===== src/rtl/dm_arb_pkg.sv =====
// dm_arb_pkg: shared state encoding and port indices for the data memory arbiter.
package dm_arb_pkg;
    typedef enum logic [1:0] {IDLE = 2'd0, ACCESS = 2'd1, DONE = 2'd2} state_t;
    localparam int PORT_CORE = 0;
    localparam int PORT_DBG  = 1;
endpackage


===== src/rtl/arb_select_2.sv =====
// arb_select_2: two-way grant selection; on conflict the port not granted last wins.
module arb_select_2 (
    input  logic [1:0] req_i,
    input  logic       last_i,
    output logic [1:0] win_o
);
    assign win_o = (&req_i) ? (last_i ? 2'b01 : 2'b10) : req_i;
endmodule


===== src/rtl/data_mem_arbiter.sv =====
// data_mem_arbiter: shares one Data_Memory between core (port 0) and debug/loader (port 1).
// Define DATA_MEM_ARBITER_ROUND_ROBIN_EN for round-robin arbitration; otherwise port 0 has fixed priority.
module data_mem_arbiter
    import dm_arb_pkg::*;
#(
    parameter int DATA_WIDTH  = 32,
    parameter int WAIT_STATES = 1
) (
    input  logic                  clk,
    input  logic                  reset,
    input  logic                  req0_i,
    input  logic                  req1_i,
    input  logic                  we0_i,
    input  logic                  we1_i,
    input  logic [DATA_WIDTH-1:0] addr0_i,
    input  logic [DATA_WIDTH-1:0] addr1_i,
    input  logic [DATA_WIDTH-1:0] wdata0_i,
    input  logic [DATA_WIDTH-1:0] wdata1_i,
    output logic                  gnt0_o,
    output logic                  gnt1_o,
    output logic                  rvalid0_o,
    output logic                  rvalid1_o,
    output logic [DATA_WIDTH-1:0] rdata_o,
    output logic                  mem_read_o,
    output logic                  mem_write_o,
    output logic [DATA_WIDTH-1:0] mem_addr_o,
    output logic [DATA_WIDTH-1:0] mem_wdata_o,
    input  logic [DATA_WIDTH-1:0] mem_rdata_i,
    output logic                  busy_o
);
    state_t                state_q, state_d;
    logic [3:0]            cnt_q, cnt_d;
    logic                  port_q, port_d;
    logic [1:0]            gnt_q, gnt_d, rvalid_q, rvalid_d, win;
    logic                  rd_q, rd_d, wr_q, wr_d, ptr;
    logic [DATA_WIDTH-1:0] addr_q, addr_d, wdata_q, wdata_d, rdata_q, rdata_d;

`ifdef DATA_MEM_ARBITER_ROUND_ROBIN_EN
    logic last_q, last_d;
    assign ptr = last_q;
`else
    assign ptr = 1'b1;
`endif

    arb_select_2 u_sel (.req_i({req1_i, req0_i}), .last_i(ptr), .win_o(win));

    always_comb begin
        state_d  = state_q;
        cnt_d    = cnt_q;
        port_d   = port_q;
        gnt_d    = '0;
        rvalid_d = '0;
        rd_d     = rd_q;
        wr_d     = wr_q;
        addr_d   = addr_q;
        wdata_d  = wdata_q;
        rdata_d  = rdata_q;
`ifdef DATA_MEM_ARBITER_ROUND_ROBIN_EN
        last_d   = last_q;
`endif
        case (state_q)
            IDLE: if (|win) begin
                state_d = ACCESS;
                cnt_d   = 4'(WAIT_STATES);
                port_d  = win[PORT_DBG];
                gnt_d   = win;
                wr_d    = win[PORT_DBG] ? we1_i : we0_i;
                rd_d    = !wr_d;
                addr_d  = win[PORT_DBG] ? addr1_i : addr0_i;
                wdata_d = win[PORT_DBG] ? wdata1_i : wdata0_i;
`ifdef DATA_MEM_ARBITER_ROUND_ROBIN_EN
                last_d  = win[PORT_DBG];
`endif
            end
            // strobes and bus values double as the latched request
            ACCESS: if (cnt_q == 4'd0) begin
                state_d  = DONE;
                rdata_d  = rd_q ? mem_rdata_i : rdata_q;
                rd_d     = 1'b0;
                wr_d     = 1'b0;
                addr_d   = '0;
                wdata_d  = '0;
                rvalid_d = port_q ? 2'b10 : 2'b01;
            end else begin
                cnt_d = cnt_q - 4'd1;
            end
            default: state_d = IDLE;
        endcase
    end

    always_ff @(posedge clk) begin
        if (!reset) begin
            state_q  <= IDLE;
            cnt_q    <= '0;
            port_q   <= 1'b0;
            gnt_q    <= '0;
            rvalid_q <= '0;
            rd_q     <= 1'b0;
            wr_q     <= 1'b0;
            addr_q   <= '0;
            wdata_q  <= '0;
            rdata_q  <= '0;
`ifdef DATA_MEM_ARBITER_ROUND_ROBIN_EN
            last_q   <= 1'b1;
`endif
        end else begin
            state_q  <= state_d;
            cnt_q    <= cnt_d;
            port_q   <= port_d;
            gnt_q    <= gnt_d;
            rvalid_q <= rvalid_d;
            rd_q     <= rd_d;
            wr_q     <= wr_d;
            addr_q   <= addr_d;
            wdata_q  <= wdata_d;
            rdata_q  <= rdata_d;
`ifdef DATA_MEM_ARBITER_ROUND_ROBIN_EN
            last_q   <= last_d;
`endif
        end
    end

    assign gnt0_o      = gnt_q[PORT_CORE];
    assign gnt1_o      = gnt_q[PORT_DBG];
    assign rvalid0_o   = rvalid_q[PORT_CORE];
    assign rvalid1_o   = rvalid_q[PORT_DBG];
    assign rdata_o     = rdata_q;
    assign mem_read_o  = rd_q;
    assign mem_write_o = wr_q;
    assign mem_addr_o  = addr_q;
    assign mem_wdata_o = wdata_q;
    assign busy_o      = (state_q != IDLE);
endmodule


===== config.mk =====
export PLATFORM = sky130hd
export DESIGN_NAME = data_mem_arbiter
export DESIGN_NICKNAME = d
export VERILOG_FILES = /design/src/rtl/dm_arb_pkg.sv /design/src/rtl/arb_select_2.sv /design/src/rtl/data_mem_arbiter.sv
export SDC_FILE = /design/constraint.sdc
export NUM_CORES = 1
export LEC_CHECK = 0
export CAP_MARGIN = 20
export CORE_ASPECT_RATIO = 0.8
export CORE_MARGIN = 8
export CORE_UTILIZATION = 35
export CTS_CLUSTER_DIAMETER = 80
export DETAILED_ROUTE_END_ITERATION = 10
export GPL_ROUTABILITY_DRIVEN = 1
export PLACE_DENSITY = 0.71
export SLEW_MARGIN = 20
export SYNTH_ARGS = -nofsm -noshare
export SYNTH_HDL_FRONTEND = slang
export SYNTH_SLANG_ARGS = --single-unit

===== constraint.sdc =====
create_clock -name clk -period 1.9 [get_ports clk]
set_input_delay 0.38 -clock clk [delete_from_list [all_inputs] [get_ports clk]]
set_output_delay 0.38 -clock clk [all_outputs]
set_load 0.02 [all_outputs]

# [Word-level counts from Yosys, hierarchy flattened]
# Cells that the tools add are included.
[op_classes] addsub=1 muxes=21 eq_ne=4 n_reduce_logical=14
[ops] op="32-bit 2-to-1 mux" n=5
[ops] op="32-bit case mux with 2 select lines" n=2
[ops] op="3-bit AND reduction" n=5
[ops] op="2-bit 2-to-1 mux" n=4
[ops] op="4-bit 2-to-1 mux" n=2
[ops] op="4-bit case mux with 2 select lines" n=1
[ops] op="2-bit inequality test, second input constant" n=3
[ops] op="2-bit AND reduction" n=3
[ops] op="4-bit zero test" n=1
[ops] op="1-bit 2-to-1 mux" n=4
[ops] op="1-bit case mux with 2 select lines" n=2
[ops] op="2-bit case mux with 2 select lines" n=1
[ops] op="2-bit nonzero test" n=2
[ops] op="4-bit by 1-bit subtractor with 4-bit output, second input constant" n=1
[ops] op="2-bit by 1-bit equality test with 1-bit output, second input constant" n=1
[ops] op="2-bit zero test" n=1
[ops] op="2-bit OR reduction" n=1
[ops] op="1-bit zero test" n=1
[totals] word_cells=50 inputBits=166 output_inout_bits=103 reg_bits=109

# [Logic depth before layout (Yosys ltp)]
# Gate-level depths: netlist of run 1.
[logic_depth] word_depth=6 mapped_depth=8 depth_no_buf=5

# [Cells and area by module]
# A second synthesis of run 1 with hierarchy kept.
[unflattened] cells_unflattened=654 area_unflattened_um2=5629.1
[by_module_without_submodules] mod="data_mem_arbiter" seq_area_each_um2=2182.1 cells_per_inst=651 area_per_inst_um2=5610.4 instances=1
[by_module_without_submodules] mod="arb_select_2" seq_area_each_um2=0.0 cells_per_inst=3 area_per_inst_um2=18.8 instances=1

# [Least setup slack after synthesis of run 1]
# OpenSTA, ideal clock, no wires.
[synth_path] kind="reg-to-reg" start="reg cnt_q[0]" end="reg rdata_q[10], in the netlist rdata_o[10]" stages_incl_launch_ff=8 setup_time_ns=0.072 t_required_ns=1.828 arrival_ns=1.659 setup_slack_ns=0.169 n_path_buf=2 cell_sequence="dfxtp_1 inv_1 ha_1 or3b_1 buf_2 nor3_4 buf_8 mux2i_1"
[synth_via] elab_chain_len=2
[synth_lines] item="start: declaration" line_no="data_mem_arbiter.sv:32" source="logic [3:0] cnt_q, cnt_d;"
[synth_lines] item="start signal: assignment" line_no="data_mem_arbiter.sv:108" source="cnt_q <= cnt_d;"
[synth_lines] item="4-bit zero test" line_no="data_mem_arbiter.sv:76" source="ACCESS: if (cnt_q == 4'd0) begin"
[synth_lines] item="3-bit AND reduction (no source line)"
[synth_lines] item="end signal: assignment" line_no="data_mem_arbiter.sv:116" source="rdata_q <= rdata_d;"
[synth_lines] item="end: declaration" line_no="data_mem_arbiter.sv:36" source="logic [DATA_WIDTH-1:0] addr_q, addr_d, wdata_q, wdata_d, rdata_q, rdata_d;"
# No other way between the ends.
# A chain may end at the register's enable or synchronous reset.

# [Worst setup path after layout of run 1]
[layout_path] start="reg rd_q, in the netlist mem_read_o" end="out mem_read_o"
[layout_rtl] item="start: declaration" line_no="data_mem_arbiter.sv:35" source="logic rd_q, rd_d, wr_q, wr_d, ptr;"
[layout_rtl] item="start signal: assignment" line_no="data_mem_arbiter.sv:112" source="rd_q <= rd_d;"
[layout_rtl] item="end: declaration" line_no="data_mem_arbiter.sv:24" source="output logic mem_read_o,"
# No word-level cell between the ends.

==> impl_metrics.py, run 1 <==
metrics = {
    "status": {
        "status": "completed",
    },
    "logic_synthesis": {
        "synthMuxAreaShare_pct": 5.88,
        "ys_seq_area_share_pct": 40.0,
        "syn_area_um2": 5450,
        "synth_top_family_by_area": "compound AO/OA/AOI/OAI gates",
        "synth_edf_count": 0,
        "ys_async_sr_fraction_pct": 0,
        "ys_types": 30,
        "synth_xor_area_share_pct": 0,
        "ys.flop_type": "dfxtp_1",
        "ys_ff_latch": 109,
        "syn_inst": 648,
        "ys_warn_count": 0,
        "synth_fa_ha_area_share_pct": 0.459,
        "synth_compound_area_share_pct": 27.1,
        "synth.avg_cell_area_um2": 8.41,
        "synth-simple-area-share_pct": 19.9,
        "syn_nets": 816,
    },
    "route": {
        "wl_per_cell_um": 17.6,
        "via_per_inst": 5.20,
        "drt-initial-drc-count": 263,
        "drc": 0,
        "ant_nets": 0,
        "vias": 5629,
        "drt_wl_total_mm": 19.0,
        "drt-pass1-iter-count": 5,
    },
    "pwr": {
        "leakagePower_nw": 3.09,
        "vdd_drop_max_uv": 538,
        "power.share.switching_pct": 32.3,
        "seqPwrFrac_pct": 39.7,
        "power_density_nw_per_um2": 743,
        "p_clk_share_pct": 29.1,
        "combPwrFrac_pct": 31.2,
        "switchingPower_mw": 2.08,
        "intPower_mw": 4.35,
    },
    "die": {
        "dieArea_um2": 19800,
        "rows": 40,
        "dieHeight_um": 128,
        "start_util_pct": 36.1,
        "die_x_um": 156,
        "core_area_um2": 15100,
        "io_pins": 269,
    },
    "sta": {
        "finalWorstPathRequiredPeriod_ps": 1780,
        "slew_violations": 0,
        "skew_ps": 11.9,
        "worst_slack_ps": 124,
        "relSlewSlack_pct": 56.8,
        "finalCritPeriodShare_pct": 93.5,
        "setup_violations": 0,
        "hold_violations": 0,
        "tightestPinTransition_ps": 647,
        "fmax_mhz": 563,
    },
    "worst_setup_path": {
        "path_cells": "clkdlybuf4s50_1",
        "required_ps": 1520,
        "crit_type": "reg -> out",
        "crit_path_end_kind": "output port",
        "slowest_stage": "clkdlybuf4s50_1",
        "start_kind": "flip-flop",
        "slowest_delay_ps": 660,
        "ff2ff_setup_slack_ps": 140,
        "cp.buffers_inverters": 1,
        "crit_arrival_ps": 1400,
        "crit_fanout": 3,
        "critPathTopFamily": "buffers and inverters",
    },
    "layout": {
        "area_delta_synth_final_pct": 58.8,
        "fillCellCount": 1364,
        "drive_gt1_share_pct": 5.05,
        "final_net_count": 1035,
        "antenna_cells": 0,
        "fin_cells": 1082,
    },
    "clock_network": {
        "postCtsHoldBufs": 0,
        "clk_latency_ps": 350,
        "clk_pin_slew_ps": 80,
        "cts_max_path_buffers": 2,
        "clockRootBuffer": "clkbuf_16",
        "cts_sinks": 109,
        "cts_buffers": 9,
        "cts_tree": "yes",
        "h-tree-depth": 3,
    },
    "place": {
        "dp_slack_ps": 47.7,
        "gp_congestion": 0.842,
        "io_buffers": 268,
        "dp.cells": 1062,
        "dp_hpwl_mm": 13.1,
    },
    "global_routing": {
        "grt_first_pass_wirelength_mm": 29.9,
        "grt_max_degree": 135,
        "grt_overflow": 0,
        "track_usage_pct": 18.4,
        "antenna_found_initial": 0,
        "first_global_vias": 5399,
    },
    "run": {
        "maxCapViolCount": 0,
    },
    "hold_path": {
        "min_path_type": "reg -> reg",
    },
}
==> synth_stat cells (all sizes together) (2+ instances only) <==
master / count / share of area (%)
a211oi: 2 / 0.28
a21o: 65 / 9.0
a21oi: 71 / 6.5
buf: 19 / 2.2
clkbuf: 59 / 4.1
dfxtp: 109 / 40
ha: 2 / 0.46
inv: 6 / 0.41
mux2i: 32 / 5.9
nand2: 129 / 8.9
nand2b: 2 / 0.23
nand3b: 65 / 9.0
nor2: 2 / 0.14
nor3: 2 / 0.39
o21ai: 5 / 0.46
o221ai: 66 / 11
or3: 2 / 0.23
or4: 2 / 0.28
==> timing repair <==
action | in CTS | in global routing
resized for setup | 1 | 2
pin swaps | 0 | 1
endpoints found under the hold margin | 0 | 0
gates cloned | 0 | 2
endpoints found under the setup margin | 1 | 42
setup buffers | 0 | 2
==> power groups by stage <==
stage,combinational (mW),clock (mW),sequential (mW)
2_1_floorplan,0.844,0,2.80
3_3_place_gp,2.01,0,2.59
3_5_place_dp,2.00,0,2.60
4_1_cts,2.00,1.95,2.55
5_1_grt,2.16,2.04,2.57
6_report,2.00,1.87,2.55
==> worst paths after layout <==
kind	depth (start not counted)	from	end
worst max-delay path	1	mem_read_o$_SDFFE_PN0P_	mem_read_o
worst min-delay path	2	rdata_o[23]$_SDFFE_PN0P_	rdata_o[23]$_SDFFE_PN0P_
worst max register to register	7	cnt_q[0]$_SDFFE_PN0P_	rdata_o[25]$_SDFFE_PN0P_
worst min register to register	2	rdata_o[23]$_SDFFE_PN0P_	rdata_o[23]$_SDFFE_PN0P_
==> layout by cell type, fill, tap and decap left out, drive strengths merged, types with 2 or more instances in the layout <==
master,count
a211oi,2
a21o,65
a21oi,71
buf,20
clkbuf,10
clkdlybuf4s50,264
clkinv,3
dfxtp,109
ha,2
inv,10
mux2i,32
nand2,129
nand2b,2
nand3b,65
nor2,2
nor3,2
o21ai,5
o221ai,66
or3,2
or4,2
==> layout make-up <==
| class | count | area (µm²) | share of cell area [%] |
|---|---|---|---|
| repair buffers | 286 | 2960 | 34.2 |
| multi-input cells | 455 | 2920 | 33.7 |
| flip-flops and latches | 109 | 2180 | 25.2 |
| well taps | 210 | 263 | 3.04 |
| clock buffers | 9 | 225 | 2.60 |
| clock inverters | 7 | 78.8 | 0.911 |
| inverters | 6 | 25.0 | 0.289 |
==> state kept, by name, summed over array words and instances, names as in the netlist <==
signal / flops
mem_addr_o: 32
mem_wdata_o: 32
rdata_o: 32
cnt_q: 4
gnt_q: 2
rvalid_q: 2
state_q: 2
mem_read_o: 1
mem_write_o: 1
port_q: 1
==> cell families (layout without fill, tap and decap cells) <==
kind of cell / count (synthesis) / in the layout
AOI/OAI and AO/OA: 211 / 211
and+or+nand+nor: 210 / 210
DFF: 109 / 109
buffers and inverters: 84 / 308
muxes: 32 / 32
adders and majority gates: 2 / 2
==> per-stage QoR <==
stage               TNS [ps]  hold WS, ps  cell area (µm²)  utilization, %  total power, mW
global route           -13.9          467             8650            57.3             6.77
detailed placement         0          448             8300            54.9             4.60
global placement           0          441             8300            54.9             4.60
CTS                        0          441             8600            56.9             6.51
finish                     0          457             8650            57.3             6.43
floorplan                  0          417             5450               -             3.64
==> per-layer routing <==
| metal | global-route usage [%] | share of wire [%] | up-vias |
|---|---|---|---|
| met5 | 0 | 0 | - |
| met4 | 3.42 | 0.70 | 0 |
| met3 | 7.45 | 9.5 | 8 |
| met2 | 28.6 | 44 | 220 |
| met1 | 23.7 | 45 | 2615 |
| li1 | - | - | 2786 |
Power figures use the tool's default switching activity.
==> run 2, diff against run 1 <==
- GPL_TIMING_DRIVEN: not set -> 0
==> impl_metrics.py, run 2 (synthesis results as in run 1) <==
metrics = {
    "clock_network": {
        "postCtsHoldBufs": 0,
        "cts_max_path_buffers": 2,
        "cts_tree": "yes",
        "clk_latency_ps": 340,
        "h-tree-depth": 3,
        "clk_pin_slew_ps": 80,
        "clockRootBuffer": "clkbuf_16",
        "cts_buffers": 9,
        "cts_sinks": 109,
    },
    "worst_setup_path": {
        "crit_type": "reg -> reg",
        "crit_path_end_kind": "flip-flop",
        "setup.worst_path.start": "cnt_q[0]$_SDFFE_PN0P_",
        "crit_fanout": 10,
        "r2r_start": "cnt_q[0]$_SDFFE_PN0P_",
        "crit_arrival_ps": 2060,
        "required_ps": 2170,
        "start_kind": "flip-flop",
    },
    "pwr": {
        "vdd_drop_max_uv": 404,
        "fin_total_pwr_mw": 6.63,
        "power_density_nw_per_um2": 756,
        "leakagePower_nw": 3.14,
    },
    "layout": {
        "drive_gt1_share_pct": 5.49,
        "antenna_cells": 0,
        "area_delta_synth_final_pct": 60.7,
        "fillCellCount": 1404,
        "final_net_count": 1092,
        "final_util_pct": 58.0,
        "multi_input_area_um2": 2910,
        "seq_area_um2": 2180,
        "fin_cells": 1139,
        "final_common_cell": "clkdlybuf4s50_1",
        "final_cell_mix": "clkdlybuf4s50_1 (264), nand2_1 (129), dfxtp_1 (109)",
    },
    "route": {
        "via_per_inst": 5.20,
        "drt-pass1-iter-count": 4,
        "drt-initial-drc-count": 248,
        "drt_wl_total_mm": 21.3,
        "wl_per_cell_um": 18.7,
        "drc": 0,
        "vias": 5919,
        "ant_nets": 0,
    },
    "sta": {
        "slew_violations": 0,
        "setup_violations": 0,
        "fmax_mhz": 558,
        "rsz0062_at_grt": "false",
        "skew_ps": 11.1,
        "relSlewSlack_pct": 60.2,
        "finalCritPeriodShare_pct": 94.3,
        "tightestPinTransition_ps": 597,
        "finalWorstPathRequiredPeriod_ps": 1790,
        "hold_violations": 0,
    },
    "hold_path": {
        "worstHoldStart": "rdata_o[7]$_SDFFE_PN0P_",
        "min_path_type": "reg -> reg",
    },
    "global_routing": {
        "grt_overflow": 0,
        "antenna_found_initial": 0,
        "first_global_vias": 5924,
        "grt_max_degree": 21,
        "track_usage_pct": 20.9,
        "grt_first_pass_wirelength_mm": 33.3,
    },
    "die": {
        "core_area_um2": 15100,
        "dieHeight_um": 128,
        "start_util_pct": 36.1,
        "die_x_um": 156,
        "io_pins": 269,
        "dieArea_um2": 19800,
        "rows": 40,
    },
    "place": {
        "gp_congestion": 0.851,
        "dp_hpwl_mm": 16.6,
        "dp.cells": 1123,
        "io_buffers": 265,
    },
    "status": {
        "status": "completed",
    },
    "run": {
        "maxCapViolCount": 0,
    },
}
==> run 2: cell types whose count changed in the layout (fill, tap and decap cells not counted), sizes merged <==
cell / previous run / this run
clkbuf: 10 / 67
inv: 10 / 8
bufinv: 0 / 1
clkdlybuf4s15: 0 / 1
clkinvlp: 0 / 1
dlygate4sd2: 1 / 0
==> run 2: final timing paths <==
| check | to | slack, ps | cells after the start |
|---|---|---|---|
| max | rdata_o[9]$_SDFFE_PN0P_ | 110 | 8 |
| min reg2reg | rdata_o[7]$_SDFFE_PN0P_ | 460 | 2 |
| max reg2reg | rdata_o[9]$_SDFFE_PN0P_ | 110 | 8 |
| min | rdata_o[7]$_SDFFE_PN0P_ | 460 | 2 |
==> run 2: what timing repair did <==
| action | CTS | global route |
|---|---|---|
| gates resized for setup | 12 | 29 |
| endpoints found under the setup margin | 45 | 82 |
| setup buffers | 1 | 1 |
| pin swaps | 1 | 1 |
==> run 2: area by class of cell <==
cell class	count	area share (%)
plain buffers	76	4.31
clock buffers	9	2.57
clock inverters	7	1.07
inverters	6	0.286
multi-input cells	455	33.2
flip-flops and latches	109	24.9
well taps	210	3.00
repair buffers	267	30.6
==> run 2: critical path, stage by stage, from the launching register on <==
cell and delay (ps):
dfxtp_1 330, inv_2 80, ha_1 150, or3b_1 340, buf_4 190, nor3_4 150, buf_12 150, buf_12 140
mux2i_1 190
==> run 2: stage by stage <==
step	TNS (ps)	hold WS, ps	instance area, µm²	worst slack [ps]
floorplan	0	417	5450	169
global placement	-18400	441	8370	-400
detailed placement	-17010	442	8370	-385
CTS	0	460	8720	24.0
global route	0	470	8760	1.58
finish	0	458	8760	108
==> run 2: power by group <==
| part | leakage (nW) | switching, mW | total [mW] | internal, mW |
|---|---|---|---|---|
| Clock | 0.152 | 0.932 | 1.99 | 1.06 |
| Combinational | 2.10 | 1.12 | 2.08 | 0.961 |
| Sequential | 0.892 | 0.0919 | 2.55 | 2.46 |
==> run 2: routing by layer <==
| metal | GRT usage, % | vias to the layer above | part of all wire (%) |
|---|---|---|---|
| li1 | - | 2905 | - |
| met1 | 26.8 | 2793 | 45 |
| met2 | 33.3 | 210 | 45 |
| met3 | 7.85 | 11 | 9.3 |
| met4 | 3.59 | 0 | 0.81 |
| met5 | 0 | - | 0 |
==> run 3, diff against run 2 <==
- CTS_CLUSTER_SIZE: not set -> 40
- REMOVE_ABC_BUFFERS: not set -> 1
==> impl_metrics.py, run 3 (synthesis results as in run 1) <==
metrics = {
    "sta": {
        "finalCritPeriodShare_pct": 96.6,
        "setup_violations": 0,
        "slew_violations": 0,
        "relSlewSlack_pct": 46.7,
        "fmax_mhz": 545,
        "hold_violations": 0,
        "finalWorstPathRequiredPeriod_ps": 1830,
        "skew_ps": 8.58,
        "tightestPinTransition_ps": 799,
        "rsz0062_at_grt": "false",
        "worst_slack_ps": 65.3,
    },
    "worst_setup_path": {
        "slowest_delay_ps": 420,
        "crit_arrival_ps": 2030,
        "required_ps": 2090,
        "crit_type": "reg -> reg",
        "path_cells": "inv_2 > ha_2 > or3b_4 > buf_4 > clkbuf_16 > o221ai_1 > a21oi_1",
        "slowest_stage": "or3b_4",
        "crit_fanout": 24,
        "start_kind": "flip-flop",
        "crit_path_end_kind": "flip-flop",
    },
    "route": {
        "vias": 5643,
        "via_per_inst": 5.19,
        "drt-initial-drc-count": 236,
        "drt_wl_total_mm": 20.3,
        "ant_nets": 0,
        "drc": 0,
        "wl_per_cell_um": 18.7,
        "drt-pass1-iter-count": 4,
    },
    "layout": {
        "final_area_um2": 8910,
        "final_cell_mix": "clkdlybuf4s50_1 (264), nand2_1 (129), dfxtp_1 (108)",
        "final_util_pct": 58.9,
        "final_net_count": 1041,
        "fillCellCount": 1380,
        "area_delta_synth_final_pct": 63.4,
        "antenna_cells": 0,
        "seq_area_um2": 2180,
        "final_common_cell": "clkdlybuf4s50_1",
        "multi_input_area_um2": 3030,
        "drive_gt1_share_pct": 7.63,
        "fin_cells": 1088,
    },
    "die": {
        "rows": 40,
        "core_area_um2": 15100,
        "dieArea_um2": 19800,
        "die_x_um": 156,
        "start_util_pct": 36.1,
        "dieHeight_um": 128,
        "io_pins": 269,
    },
    "global_routing": {
        "grt_overflow": 0,
        "first_global_vias": 5474,
        "track_usage_pct": 19.3,
        "grt_first_pass_wirelength_mm": 31.2,
        "antenna_found_initial": 0,
        "grt_max_degree": 93,
    },
    "clock_network": {
        "cts_buffers": 9,
        "h-tree-depth": 3,
        "cts_sinks": 109,
        "clk_pin_slew_ps": 70,
        "clk_latency_ps": 340,
        "postCtsHoldBufs": 0,
        "cts_tree": "yes",
        "clockRootBuffer": "clkbuf_16",
        "cts_max_path_buffers": 2,
    },
    "pwr": {
        "seqPwrFrac_pct": 37.6,
        "intPower_mw": 4.65,
        "power_density_nw_per_um2": 764,
        "power.share.switching_pct": 31.7,
        "combPwrFrac_pct": 33.1,
        "leakagePower_nw": 3.17,
        "p_clk_share_pct": 29.3,
        "vdd_drop_max_uv": 408,
        "switchingPower_mw": 2.16,
    },
    "place": {
        "gp_congestion": 0.761,
        "dp_hpwl_mm": 13.0,
        "dp.cells": 1059,
        "io_buffers": 268,
        "dp_slack_ps": -382,
        "placed_area_um2": 8300,
    },
    "hold_path": {
        "min_path_type": "reg -> reg",
    },
    "status": {
        "status": "completed",
    },
    "run": {
        "maxCapViolCount": 0,
    },
}
run 3: changes by cell type in the layout (fill, tap and decap cells not counted), sizes merged:
cell           change
clkbuf            -56
buf                +2
bufbuf             +2
clkinv             -2
bufinv             +1
clkdlybuf4s15      -1
inv                +1
nor2               +1
or3b               +1
run 3: worst paths after layout:
check	startpoint	cells after the start	slack [ps]	to
setup / recovery	cnt_q[0]$_SDFFE_PN0P_	7	70	mem_addr_o[14]$_SDFFE_PN0P_
hold / removal	rdata_o[1]$_SDFFE_PN0P_	2	450	rdata_o[1]$_SDFFE_PN0P_
setup reg to reg	cnt_q[0]$_SDFFE_PN0P_	7	70	mem_addr_o[14]$_SDFFE_PN0P_
hold reg to reg	rdata_o[1]$_SDFFE_PN0P_	2	450	rdata_o[1]$_SDFFE_PN0P_
run 3: layer usage:
layer  GRT usage, %  wire length [µm]  vias to the layer above  share of wire (%)
li1               -                 -                     2798                  -
met1           25.4              9210                     2658                 45
met2           30.3              9370                      175                 46
met3           6.50              1590                       12                7.8
met4           3.70               182                        0               0.89
met5              0                 0                        -                  0
run 3: area by class of cell:
cell class,count,share of cell area [%]
multi-input cells,457,34.0
repair inverters,1,0.0983
well taps,210,2.95
inverters,6,0.576
flip-flops and latches,109,24.5
clock buffers,10,2.68
repair buffers,289,34.3
clock inverters,6,0.871
run 3: power groups by stage:
stage / logic [mW] / clock network (mW) / registers (mW)
detailed placement: 2.01 / 0 / 2.60
finish: 2.25 / 1.99 / 2.56
floorplan: 0.700 / 0 / 2.80
global placement: 1.93 / 0 / 2.59
CTS: 2.18 / 2.05 / 2.55
global route: 2.41 / 2.13 / 2.58
run 3: worst max-delay path: cells and delay by family (launching register included):
kind                     cells  cell delay [ps]
flip-flops                   1              320
adder cells (fa/ha/maj)      1              200
AND/OR/NAND/NOR              1              420
AO/OA/AOI/OAI                2              270
buffers and inverters        3              480
run 3: timing repair:
action	in CTS	in global routing
buffers inserted	7	0
endpoints found under the setup margin	21	83
pin swaps	2	2
resized for setup	9	18
cloned	4	2
run 3: through the flow:
step / power (mW) / TNS (ps) / hold slack [ps]
finish: 6.80 / 0 / 454
CTS: 6.78 / 0 / 438
global placement: 4.52 / -559450 / 442
floorplan: 3.50 / -118000 / 417
detailed placement: 4.60 / -12800 / 446
global route: 7.12 / 0 / 452
